### src/rtl/rs_ff_bank_pkg.sv
// -----------------------------------------------------------------------------
// rs_ff_bank_pkg
// Shared definitions for the RS register bank:
//   - S=R=1 resolution mode constants (hold / set-dominant / reset-dominant /
//     toggle)
//   - maximum supported channel count
//   - rs_next_state(): per-channel next-state function used by rs_cell
// -----------------------------------------------------------------------------
package rs_ff_bank_pkg;

    localparam int RS_MODE_HOLD = 0;
    localparam int RS_MODE_SET  = 1;
    localparam int RS_MODE_RST  = 2;
    localparam int RS_MODE_TGL  = 3;

    localparam int RS_MAX_WIDTH = 32;

    // Next state of one channel for an enabled, non-load cycle.
    function automatic logic rs_next_state(
        input logic q,
        input logic s,
        input logic r,
        input int   mode
    );
        logic nxt;
        nxt = q;
        if (s && !r) begin
            nxt = 1'b1;
        end else if (!s && r) begin
            nxt = 1'b0;
        end else if (s && r) begin
            if (mode == RS_MODE_SET) begin
                nxt = 1'b1;
            end else if (mode == RS_MODE_RST) begin
                nxt = 1'b0;
            end else if (mode == RS_MODE_TGL) begin
                nxt = ~q;
            end else begin
                nxt = q;
            end
        end
        return nxt;
    endfunction

endpackage

### src/rtl/rs_ff_bank_cell.sv
// -----------------------------------------------------------------------------
// rs_cell
// One channel of the RS register bank: next-state mux, state register,
// registered edge pulses and the sticky conflict flag.
//
// Parameters
//   MODE          S=R=1 resolution (see rs_ff_bank_pkg mode constants)
// Ports
//   clk           rising-edge clock
//   rst           synchronous active-high reset, highest priority
//   en            clock enable; low freezes q/conflict and zeroes rise/fall
//   s, r          set / reset requests
//   ld, ld_data   parallel load (overrides s/r)
//   clr_conflict  clears the sticky conflict flag (honoured even when en=0)
//   q             registered state
//   rise, fall    1-cycle pulses coincident with the new q
//   conflict      sticky flag: s=r=1 seen while enabled and not loading
// -----------------------------------------------------------------------------
module rs_cell
    import rs_ff_bank_pkg::*;
#(
    parameter int MODE = RS_MODE_HOLD
) (
    input  logic clk,
    input  logic rst,
    input  logic en,
    input  logic s,
    input  logic r,
    input  logic ld,
    input  logic ld_data,
    input  logic clr_conflict,
    output logic q,
    output logic rise,
    output logic fall,
    output logic conflict
);

    logic q_q, q_d;
    logic rise_q, rise_d;
    logic fall_q, fall_d;
    logic conf_q, conf_d;

    always_comb begin
        q_d    = q_q;
        rise_d = 1'b0;
        fall_d = 1'b0;
        // Clear first so that a fresh conflict in the same cycle re-sets it.
        conf_d = conf_q & ~clr_conflict;
        if (en) begin
            if (ld) begin
                q_d = ld_data;
            end else begin
                q_d = rs_next_state(q_q, s, r, MODE);
                if (s && r) begin
                    conf_d = 1'b1;
                end
            end
            // Edges are computed against the next state so the pulse lands
            // in the same cycle as the new q.
            rise_d = ~q_q & q_d;
            fall_d = q_q & ~q_d;
        end
    end

    always_ff @(posedge clk) begin
        if (rst) begin
            q_q    <= 1'b0;
            rise_q <= 1'b0;
            fall_q <= 1'b0;
            conf_q <= 1'b0;
        end else begin
            q_q    <= q_d;
            rise_q <= rise_d;
            fall_q <= fall_d;
            conf_q <= conf_d;
        end
    end

    assign q        = q_q;
    assign rise     = rise_q;
    assign fall     = fall_q;
    assign conflict = conf_q;

endmodule

### src/rtl/rs_ff_bank.sv
// -----------------------------------------------------------------------------
// rs_ff_bank
// WIDTH-channel clocked set/reset register bank with selectable S=R=1
// resolution, parallel load, clock enable, registered edge pulses and sticky
// per-channel conflict flags.
//
// Optional feature macro: RS_BANK_EVENT_CNT_EN
//   When defined, each channel has a saturating CNT_W-bit counter of rise
//   pulses, readable through cnt_sel/cnt_out and cleared with clr_cnt.
//
// Parameters
//   WIDTH   number of channels (1..RS_MAX_WIDTH)
//   MODE    S=R=1 resolution: 0 hold, 1 set, 2 reset, 3 toggle
//   CNT_W   event counter width (counter build only)
// Ports
//   clk, rst           clock, synchronous active-high reset
//   en                 clock enable
//   s, r               per-channel set / reset requests
//   ld, ld_data        parallel load of all channels
//   clr_conflict       clears all sticky conflict flags
//   q, nq              registered state and its complement
//   rise, fall         registered 0->1 / 1->0 pulses
//   conflict           sticky per-channel s=r=1 flags
//   cnt_sel            counter readout select       (counter build only)
//   clr_cnt            zero all counters            (counter build only)
//   cnt_out            counter[cnt_sel], 0 if out of range (counter build only)
// -----------------------------------------------------------------------------
module rs_ff_bank
    import rs_ff_bank_pkg::*;
#(
    parameter int WIDTH = 8,
    parameter int MODE  = RS_MODE_HOLD,
    parameter int CNT_W = 4
) (
    input  logic                 clk,
    input  logic                 rst,
    input  logic                 en,
    input  logic [WIDTH-1:0]     s,
    input  logic [WIDTH-1:0]     r,
    input  logic                 ld,
    input  logic [WIDTH-1:0]     ld_data,
    input  logic                 clr_conflict,
    output logic [WIDTH-1:0]     q,
    output logic [WIDTH-1:0]     nq,
    output logic [WIDTH-1:0]     rise,
    output logic [WIDTH-1:0]     fall,
    output logic [WIDTH-1:0]     conflict
`ifdef RS_BANK_EVENT_CNT_EN
    ,
    input  logic [((WIDTH > 1) ? $clog2(WIDTH) : 1)-1:0] cnt_sel,
    input  logic                 clr_cnt,
    output logic [CNT_W-1:0]     cnt_out
`endif
);

    // Elaboration-time parameter checks.
    if (MODE < RS_MODE_HOLD || MODE > RS_MODE_TGL) begin : g_bad_mode
        $error("rs_ff_bank: illegal MODE %0d", MODE);
    end
    if (WIDTH < 1 || WIDTH > RS_MAX_WIDTH) begin : g_bad_width
        $error("rs_ff_bank: illegal WIDTH %0d", WIDTH);
    end
    if (CNT_W < 1) begin : g_bad_cnt_w
        $error("rs_ff_bank: illegal CNT_W %0d", CNT_W);
    end

    for (genvar i = 0; i < WIDTH; i++) begin : g_cell
        rs_cell #(
            .MODE(MODE)
        ) u_cell (
            .clk          (clk),
            .rst          (rst),
            .en           (en),
            .s            (s[i]),
            .r            (r[i]),
            .ld           (ld),
            .ld_data      (ld_data[i]),
            .clr_conflict (clr_conflict),
            .q            (q[i]),
            .rise         (rise[i]),
            .fall         (fall[i]),
            .conflict     (conflict[i])
        );
    end

    // Derived from the register, so it is ~q in every cycle including reset.
    assign nq = ~q;

`ifdef RS_BANK_EVENT_CNT_EN
    localparam int SEL_W = (WIDTH > 1) ? $clog2(WIDTH) : 1;

    logic [CNT_W-1:0] cnt_q [WIDTH];
    logic [CNT_W-1:0] cnt_d [WIDTH];

    // Counts the registered rise pulse, so a counter advances on the edge
    // after its pulse becomes visible; clr_cnt drops any such pulse.
    always_comb begin
        for (int i = 0; i < WIDTH; i++) begin
            cnt_d[i] = cnt_q[i];
            if (clr_cnt) begin
                cnt_d[i] = '0;
            end else if (rise[i] && (cnt_q[i] != '1)) begin
                cnt_d[i] = cnt_q[i] + 1'b1;
            end
        end
    end

    always_ff @(posedge clk) begin
        for (int i = 0; i < WIDTH; i++) begin
            if (rst) begin
                cnt_q[i] <= '0;
            end else begin
                cnt_q[i] <= cnt_d[i];
            end
        end
    end

    // Selects outside 0..WIDTH-1 match no channel and read as zero.
    always_comb begin
        cnt_out = '0;
        for (int i = 0; i < WIDTH; i++) begin
            if (32'(cnt_sel) == i) begin
                cnt_out = cnt_q[i];
            end
        end
    end

    logic unused_sel_w;
    assign unused_sel_w = (SEL_W == 0);
`endif

endmodule

### config.mk
export PLATFORM = sky130hd
export DESIGN_NAME = rs_ff_bank
export DESIGN_NICKNAME = d
export VERILOG_FILES = /design/src/rtl/rs_ff_bank_pkg.sv /design/src/rtl/rs_ff_bank_cell.sv /design/src/rtl/rs_ff_bank.sv
export SDC_FILE = /design/constraint.sdc
export NUM_CORES = 1
export LEC_CHECK = 0
export ABC_AREA = 1
export CORE_MARGIN = 2
export CORE_UTILIZATION = 45
export CTS_BUF_LIST = sky130_fd_sc_hd__clkbuf_8
export DETAILED_ROUTE_END_ITERATION = 7
export GPL_TIMING_DRIVEN = 0
export HOLD_SLACK_MARGIN = 0.12
export PLACE_DENSITY = 0.89
export SYNTH_ARGS = -nofsm -noshare
export SYNTH_HDL_FRONTEND = slang
export SYNTH_SLANG_ARGS = --single-unit
### constraint.sdc
create_clock -name clk -period 2 [get_ports clk]
set_input_delay 0.2 -clock clk [delete_from_list [all_inputs] [get_ports clk]]
set_output_delay 0.2 -clock clk [all_outputs]
set_load 0.03 [all_outputs]
==> Word level (Yosys, flattened, before mapping) <==
Cells that the tools add are included.
{ "word_totals": {"ff_bits": 32, "inputBits": 29, "output_inout_bits": 40, "wordCells": 172} }
{ "classes": {"n_mux": 56, "n_bitwise": 43, "reduce_logical": 41} }
{ "op_table": {"columns": ["cell", "n"], "rows": [
  ["1-bit two-way mux", 56],
  ["1-bit bitwise AND", 24],
  ["1-bit logical AND", 24],
  ["1-bit inverter", 18],
  ["1-bit zero test", 16],
  ["8-bit inverter", 1],
  ["2-bit OR reduction", 1]
]} }

==> Logic depth before layout (Yosys ltp) <==
Gate-level depths: netlist of the first run.
{ "logic_depth": {"depth_word": 8, "mapped_depth": 7} }

==> Cells and area by module <==
A second synthesis of the first run with hierarchy kept.
{ "hier_totals": {"hier_cells": 208, "area_unflattened_um2": 1501.4} }
{ "by_module_without_submodules": {"columns": ["mod", "instances", "cells_per_inst", "area_each_um2", "seq_area_each_um2"], "rows": [
  ["rs_cell", 8, 25, 183.9, 80.1],
  ["rs_ff_bank", 1, 8, 30.0, 0.0]
]} }

==> Least setup slack after synthesis of the first run <==
No wires, ideal clock.
{ "synth_timing": {"path_kind": "input port to flip-flop", "from": "input ld", "to": "register g_cell[1].u_cell.rise_q", "setup_time_ns": 0.064, "arrival_time_ns": 0.757, "setup_slack_ns": 1.179, "stages": 7, "cell_sequence": "buf_6 > buf_6 > nor2_2 > nand2_1 > nand2_1 > nand2_1 > nor2_1"} }
{ "synth_between": {"elab_chain_len": 3} }
{ "synth_lines": {"columns": ["element", "line", "rtl"], "rows": [
  ["start: declaration", "rs_ff_bank.sv:40", "input logic ld,"],
  ["1-bit two-way mux", "rs_ff_bank_cell.sv:50", "if (ld) begin"],
  ["1-bit two-way mux", "rs_ff_bank_cell.sv:49", "if (en) begin"],
  ["1-bit bitwise AND", "rs_ff_bank_cell.sv:60", "rise_d = ~q_q & q_d;"],
  ["end signal: assignment", "rs_ff_bank_cell.sv:73", "rise_q <= rise_d;"],
  ["end: declaration", "rs_ff_bank_cell.sv:39", "logic rise_q, rise_d;"]
]} }
Every way passes these cells. The select of a mux whose other input is x is not followed.
A chain may end at the register's enable or synchronous reset.

==> Worst setup path in the final report of the first run <==
{ "layout_timing": {"from": "register g_cell[5].u_cell.q_q", "to": "output q[5]"} }
{ "layout_rtl": {"columns": ["element", "line", "rtl"], "rows": [
  ["start: declaration", "rs_ff_bank_cell.sv:38", "logic q_q, q_d;"],
  ["start signal: assignment", "rs_ff_bank_cell.sv:72", "q_q <= q_d;"],
  ["end: declaration", "rs_ff_bank.sv:43", "output logic [WIDTH-1:0] q,"]
]} }
No word-level cell between the ends.

==> results of run 1 <==
==> Yosys cell counts, drive strengths merged <==
cell	number	area [µm²]
nand3	8	40.04
inv	10	37.53
dfxtp	32	640.6
a21oi	8	40.04
buf	36	281.5
nand2	80	300.3
nor2	35	162.7
==> worst max path at each step <==
stage | from | end
after floorplan | ld | g_cell[1].u_cell.rise$_SDFF_PP0_
after global placement | g_cell[6].u_cell.q$_SDFFE_PP0P_ | q[6]
after detailed placement | g_cell[5].u_cell.q$_SDFFE_PP0P_ | q[5]
after CTS | g_cell[5].u_cell.q$_SDFFE_PP0P_ | q[5]
after global routing | g_cell[4].u_cell.q$_SDFFE_PP0P_ | q[4]
final | g_cell[5].u_cell.q$_SDFFE_PP0P_ | q[5]
==> stage by stage <==
stage	area [µm²]	utilization, %	hold slack (ns)
global placement	2218	71.49	0.4526
detailed placement	2218	71.49	0.4566
finish	2308	74.40	0.2051
global route	2308	74.40	0.2038
floorplan	1503	-	0.3600
CTS	2308	74.40	0.2004
==> logic make-up (layout without fill, tap and decap cells) <==
| kind of cell | count (synthesis) | after routing | synth area share [%] |
|---|---|---|---|
| AND/OR/NAND/NOR | 123 | 123 | 33.47 |
| AO/OA/AOI/OAI | 8 | 8 | 2.665 |
| flip-flops | 32 | 32 | 42.63 |
| buffers and inverters | 46 | 120 | 21.23 |
==> sequential cells by signal (all words and copies together), names as in the netlist <==
signal and flops:
g_cell.u_cell.conflict 8, g_cell.u_cell.fall 8, g_cell.u_cell.q 8, g_cell.u_cell.rise 8
==> power by group <==
| part | internal (mW) | switching, mW |
|---|---|---|
| logic | 0.155 | 0.155 |
| clock network | 0.270 | 0.221 |
| registers | 0.660 | 0.0195 |
==> per-layer routing <==
metal  up-vias  routed length (µm)  global-route usage [%]
li1        756                   -                       -
met3         6                 233                   4.762
met5         -                   0                       0
met4         0                  49                   8.815
met2        50                1763                   36.84
met1       652                1420                   20.08
==> layout make-up <==
cell class,count,area [µm²],share of cell area [%]
timing repair buffer,66,660.6,28.62
sequential,32,640.6,27.75
multi-input combinational,131,543.0,23.52
buffer,36,281.5,12.20
clock buffer,6,82.58,3.577
tap,44,55.05,2.385
inverter,10,37.54,1.626
clock inverter,2,7.507,0.3252
==> impl_summary.log, run 1 <==
INFO  metric critical-path-slowest-cell = sky130_fd_sc_hd__clkdlybuf4s50_1
INFO  metric gr-usage-all-layers = 19.49%
INFO  metric rsz0062_at_grt = false
INFO  metric cts_made_buffers = 5
INFO  metric grt_remaining_overflow = 0
INFO  metric postCtsHoldBufs = 0
INFO  metric worst_hold_path_type = primary input to register
INFO  metric tightestPinTransition = 0.4380 ns
INFO  metric path_depth = 2
INFO  metric worst_setup_path_start_kind = register
INFO  metric worst_slack = 0.2831 ns
INFO  metric crit_type = register to output port
INFO  metric fmax = 0.5825 GHz
INFO  metric globalplace.congestion = 0.7059
INFO  metric tritoncts_clock_tree = built
INFO  metric grt_pass1_wl = 5319 µm
INFO  metric residual_antenna_violating_net_count_after_detailed_routing = 0
INFO  metric maxSlewViolCount = 0
INFO  metric slew_headroom = 70.77%
INFO  metric run_status = finished clean
INFO  metric timing.critical_path.slowest_cell_delay = 0.66 ns
INFO  metric hold_path_depth = 2
INFO  metric leakage = 1.062 nW
INFO  metric clk_latency = 0.27 ns
INFO  metric num-nets-final = 311
INFO  metric htree_num_levels = 2
INFO  metric grt_pass1_vias = 1322
INFO  metric maxCapViolations = 0
INFO  metric place_hpwl = 2684 µm
INFO  metric die_height = 61.79 µm
INFO  metric worstSetupEndpointType = output port
INFO  metric area_growth = 53.62%
INFO  metric powerDensity = 641.3 mW/mm²
INFO  metric seq_area_frac_synth = 42.63%
INFO  metric critical-path-top-delay-family = buffers and inverters
INFO  metric critical_path_arrival = 1.52 ns
INFO  metric critical_path_required = 1.80 ns
INFO  metric final.setup_skew = 0.0003739 ns
INFO  metric stdcell_count = 327
INFO  metric yosys.cell_types.count = 12
INFO  metric post_route_cells_drive_above_1_share = 16.96%
INFO  metric die_x = 61.79 µm
INFO  metric antennaDiodeCount = 0
INFO  metric design.die.area = 0.003817 mm²
INFO  metric cts.repair.resized = 0
INFO  metric crit-reg2reg-launch = g_cell[5].u_cell.q$_SDFFE_PP0P_
INFO  metric report.power.total = 1.480 mW
INFO  metric route.detailed.wl_per_inst = 10.60 µm
INFO  metric finalWirelength = 3466 µm
INFO  metric syn-mean-instance-area = 7.190 µm²
INFO  metric finalSetupViolations = 0
INFO  metric clock-root-buffer = sky130_fd_sc_hd__clkbuf_8
INFO  metric critical_path_buf_inv_count = 2
INFO  metric critical_path.cell_chain = buf_4 -> clkdlybuf4s50_1
INFO  metric via_density = 4.477
INFO  metric irDropWorstVdd = 0.4765 mV
INFO  metric post-cts-setup-buffers = 0
INFO  metric synth_cells = 209
INFO  metric clk_transition_reported_paths = 0.06 ns
INFO  metric worst_r2r_path_depth = 6
INFO  metric detail_route.iter0.violations = 54
INFO  metric crit_path_max_fanout = 7
INFO  metric design.portCount = 69
INFO  metric floorplan.rows = 20
INFO  metric placeableCoreArea = 0.003103 mm²
INFO  metric clkSinkCount = 32
INFO  metric ff2ff_setup_slack = 1.06 ns
INFO  metric placement.setup.worst_slack = 0.5690 ns
INFO  metric synth_seq_cells = 32
INFO  metric final.min_clock_period = 1.717 ns
INFO  metric finalCritPeriodShare = 85.84%
INFO  metric reg2reg_to = g_cell[5].u_cell.rise$_SDFF_PP0_
INFO  metric floorplan.initialDensity = 48.43%
INFO  metric synth_fp_nets = 238
INFO  metric ys.warnings.count = 0
INFO  metric route.detailed.drc = 0
INFO  metric post_synth_instance_area = 0.001503 mm²
INFO  metric initial_antenna_violation_count = 0
INFO  metric cts_buffer_depth = 2
INFO  metric layout.cells.most_common_list = sky130_fd_sc_hd__nand2_1 (80), sky130_fd_sc_hd__clkdlybuf4s50_1 (66), sky130_fd_sc_hd__buf_4 (33)
INFO  metric final_hold_viol_count = 0
INFO  metric grt_max_degree = 11
INFO  metric drt_pass1_iterations = 4
INFO  metric most_common_library_cell_in_the_layout_ignoring_fill_and_taps = sky130_fd_sc_hd__nand2_1
INFO  metric setup_tns = 0 ns
INFO  metric place_inst = 319
INFO  metric vias = 1464
INFO  metric port_buffers = 66
INFO  metric hold_start = rst
INFO  metric fillerInstances = 279
INFO  metric worst_hold_path.endpoint = g_cell[4].u_cell.conflict$_SDFF_PP0_
No activity file was read; power rests on OpenSTA's default activity.
==> run 2, diff against run 1 <==
CORE_UTILIZATION = 25   (was 45)
PLACE_DENSITY = 0.56   (was 0.89)
==> run 2 against run 1 <==
  * Via count fell by 2.9%
  * Final area rose by 1.1%
  * Global-route usage fell by 7.5 points
  * Die area rose by 74%
  * Utilization fell by 34 points
  * Largest power group unchanged
==> impl_summary.log, run 2 (synthesis results as in run 1) <==
INFO  metric initial_antenna_violation_count = 0 (unchanged)
INFO  metric floorplan.initialDensity = 25.68% (was 48.43%)
INFO  metric fillerInstances = 613 (was 279)
INFO  metric grt_pass1_vias = 1246 (was 1322)
INFO  metric postCtsHoldBufs = 0 (unchanged)
INFO  metric gr-usage-all-layers = 11.98% (was 19.49%)
INFO  metric grt_pass1_wl = 5865 µm (was 5319 µm)
INFO  metric ff2ff_setup_slack = 1.06 ns (about the same)
INFO  metric most_common_library_cell_in_the_layout_ignoring_fill_and_taps = sky130_fd_sc_hd__nand2_1 (unchanged)
INFO  metric port_buffers = 66 (unchanged)
INFO  metric final.setup_skew = 0.001425 ns (was 0.0003739 ns)
INFO  metric slew_headroom = 69.99% (was 70.77%)
INFO  metric hold_start = rst (unchanged)
INFO  metric residual_antenna_violating_net_count_after_detailed_routing = 0 (unchanged)
INFO  metric place_inst = 350 (was 319)
INFO  metric cts.repair.resized = 0 (unchanged)
INFO  metric worst_setup_path_start_kind = register (unchanged)
INFO  metric setup_tns = 0 ns (unchanged)
INFO  metric globalplace.congestion = 0.7668 (was 0.7059)
INFO  metric final.min_clock_period = 1.725 ns (was 1.717 ns)
INFO  metric finalSetupViolations = 0 (unchanged)
INFO  metric run_status = finished clean (unchanged)
INFO  metric worstSetupEndpointType = output port (unchanged)
INFO  metric leakage = 1.053 nW (was 1.062 nW)
INFO  metric maxSlewViolCount = 0 (unchanged)
INFO  metric design.portCount = 69 (unchanged)
INFO  metric route.detailed.wl_per_inst = 10.25 µm (was 10.60 µm)
INFO  metric clock-root-buffer = sky130_fd_sc_hd__clkbuf_8 (unchanged)
INFO  metric clk_transition_reported_paths = 0.07 ns (was 0.06 ns)
INFO  metric final_hold_viol_count = 0 (unchanged)
INFO  metric clk_latency = 0.28 ns (was 0.27 ns)
INFO  metric critical_path_required = 1.80 ns (about the same)
INFO  metric design.die.area = 0.006647 mm² (was 0.003817 mm²)
INFO  metric irDropWorstVdd = 0.1921 mV (was 0.4765 mV)
INFO  metric detail_route.iter0.violations = 50 (was 54)
INFO  metric vias = 1422 (was 1464)
INFO  metric htree_num_levels = 2 (unchanged)
INFO  metric rsz0062_at_grt = false (unchanged)
INFO  metric finalCritPeriodShare = 86.26% (was 85.84%)
INFO  metric powerDensity = 620.5 mW/mm² (was 641.3 mW/mm²)
INFO  metric worst_r2r_path_depth = 6 (unchanged)
INFO  metric crit_path_max_fanout = 7 (unchanged)
INFO  metric area_growth = 55.37% (was 53.62%)
INFO  metric post_route_cells_drive_above_1_share = 17.02% (was 16.96%)
INFO  metric num-nets-final = 311 (unchanged)
INFO  metric die_height = 81.53 µm (was 61.79 µm)
INFO  metric grt_remaining_overflow = 0 (unchanged)
INFO  metric finalWirelength = 3658 µm (was 3466 µm)
INFO  metric stdcell_count = 357 (was 327)
INFO  metric reg2reg_to = g_cell[3].u_cell.rise$_SDFF_PP0_ (was g_cell[5].u_cell.rise$_SDFF_PP0_)
INFO  metric worst_hold_path_type = primary input to register (unchanged)
INFO  metric crit_type = register to output port (unchanged)
INFO  metric cts_made_buffers = 5 (unchanged)
INFO  metric crit-reg2reg-launch = g_cell[3].u_cell.q$_SDFFE_PP0P_ (was g_cell[5].u_cell.q$_SDFFE_PP0P_)
INFO  metric fmax = 0.5796 GHz (was 0.5825 GHz)
INFO  metric critical_path_arrival = 1.53 ns (was 1.52 ns)
INFO  metric hold_path_depth = 2 (unchanged)
INFO  metric placeableCoreArea = 0.005851 mm² (was 0.003103 mm²)
INFO  metric die_x = 81.53 µm (was 61.79 µm)
INFO  metric worst_hold_path.endpoint = g_cell[2].u_cell.conflict$_SDFF_PP0_ (was g_cell[4].u_cell.conflict$_SDFF_PP0_)
INFO  metric drt_pass1_iterations = 4 (unchanged)
INFO  metric tightestPinTransition = 0.4496 ns (was 0.4380 ns)
INFO  metric cts_buffer_depth = 2 (unchanged)
INFO  metric floorplan.rows = 28 (was 20)
INFO  metric maxCapViolations = 0 (unchanged)
INFO  metric via_density = 3.983 (was 4.477)
INFO  metric clkSinkCount = 32 (unchanged)
INFO  metric antennaDiodeCount = 0 (unchanged)
INFO  metric grt_max_degree = 11 (unchanged)
INFO  metric route.detailed.drc = 0 (unchanged)
INFO  metric post-cts-setup-buffers = 0 (unchanged)
INFO  metric place_hpwl = 2654 µm (was 2684 µm)
INFO  metric layout.cells.most_common_list = sky130_fd_sc_hd__nand2_1 (80), sky130_fd_sc_hd__clkdlybuf4s50_1 (66), sky130_fd_sc_hd__buf_4 (33) (unchanged)
INFO  metric tritoncts_clock_tree = built (unchanged)
run 2: stage by stage:
stage | utilization [%] | setup WS, ns | instance area, µm² | total power [mW] | hold slack (ns)
detailed placement | 38.58 | 0.5670 | 2257 | 1.008 | 0.4595
finish | 39.91 | 0.2748 | 2335 | 1.449 | 0.2171
global placement | 38.58 | 0.5803 | 2257 | 1.006 | 0.4556
global route | 39.91 | 0.2027 | 2335 | 1.529 | 0.2201
floorplan | - | 1.179 | 1503 | 0.8653 | 0.3600
CTS | 39.91 | 0.2586 | 2335 | 1.472 | 0.2113
run 2: worst max path at each step:
stage	cells after the start	slack (ns)	endpoint	startpoint
6_report	2	0.27	q[6]	g_cell[6].u_cell.q$_SDFFE_PP0P_
5_1_grt	2	0.20	q[6]	g_cell[6].u_cell.q$_SDFFE_PP0P_
4_1_cts	2	0.26	q[6]	g_cell[6].u_cell.q$_SDFFE_PP0P_
3_5_place_dp	2	0.57	q[1]	g_cell[1].u_cell.q$_SDFFE_PP0P_
3_3_place_gp	2	0.58	q[4]	g_cell[4].u_cell.q$_SDFFE_PP0P_
2_1_floorplan	7	1.18	g_cell[1].u_cell.rise$_SDFF_PP0_	ld
run 2: final cells by class:
class | instances | area [µm²] | area share [%]
multi-input combinational | 131 | 543.0 | 23.26
tap | 75 | 93.84 | 4.019
timing repair buffer | 66 | 660.6 | 28.30
sequential | 32 | 640.6 | 27.44
clock buffer | 5 | 68.82 | 2.947
clock inverter | 2 | 8.758 | 0.3751
inverter | 10 | 37.54 | 1.608
buffer | 36 | 281.5 | 12.06
run 2: where the power goes:
group | internal [mW] | switching, mW | total [mW]
registers | 0.660 | 0.0202 | 0.680
clock network | 0.231 | 0.228 | 0.459
logic | 0.155 | 0.155 | 0.309
total | 1.05 | 0.403 | 1.45
run 2: critical path: stages (launching register included):
cell and delay, ns:
sky130_fd_sc_hd__dfxtp_1 0.45, sky130_fd_sc_hd__buf_4 0.15, sky130_fd_sc_hd__clkdlybuf4s50_1 0.65
run 2: layer usage:
layer  global-route usage (%)  vias to the layer above  part of all wire, %
li1                         -                      745                    -
met1                    15.09                      615                   43
met2                    18.69                       56                   46
met3                    4.286                        6                   10
met4                    4.576                        0                  1.2
met5                        0                        -                    0
==> run 3, diff against run 2 <==
SKIP_LAST_GASP = 1   (was unset)
==> results of run 3 <==
Final layout, timing and power as in run 2 (identical DEF).
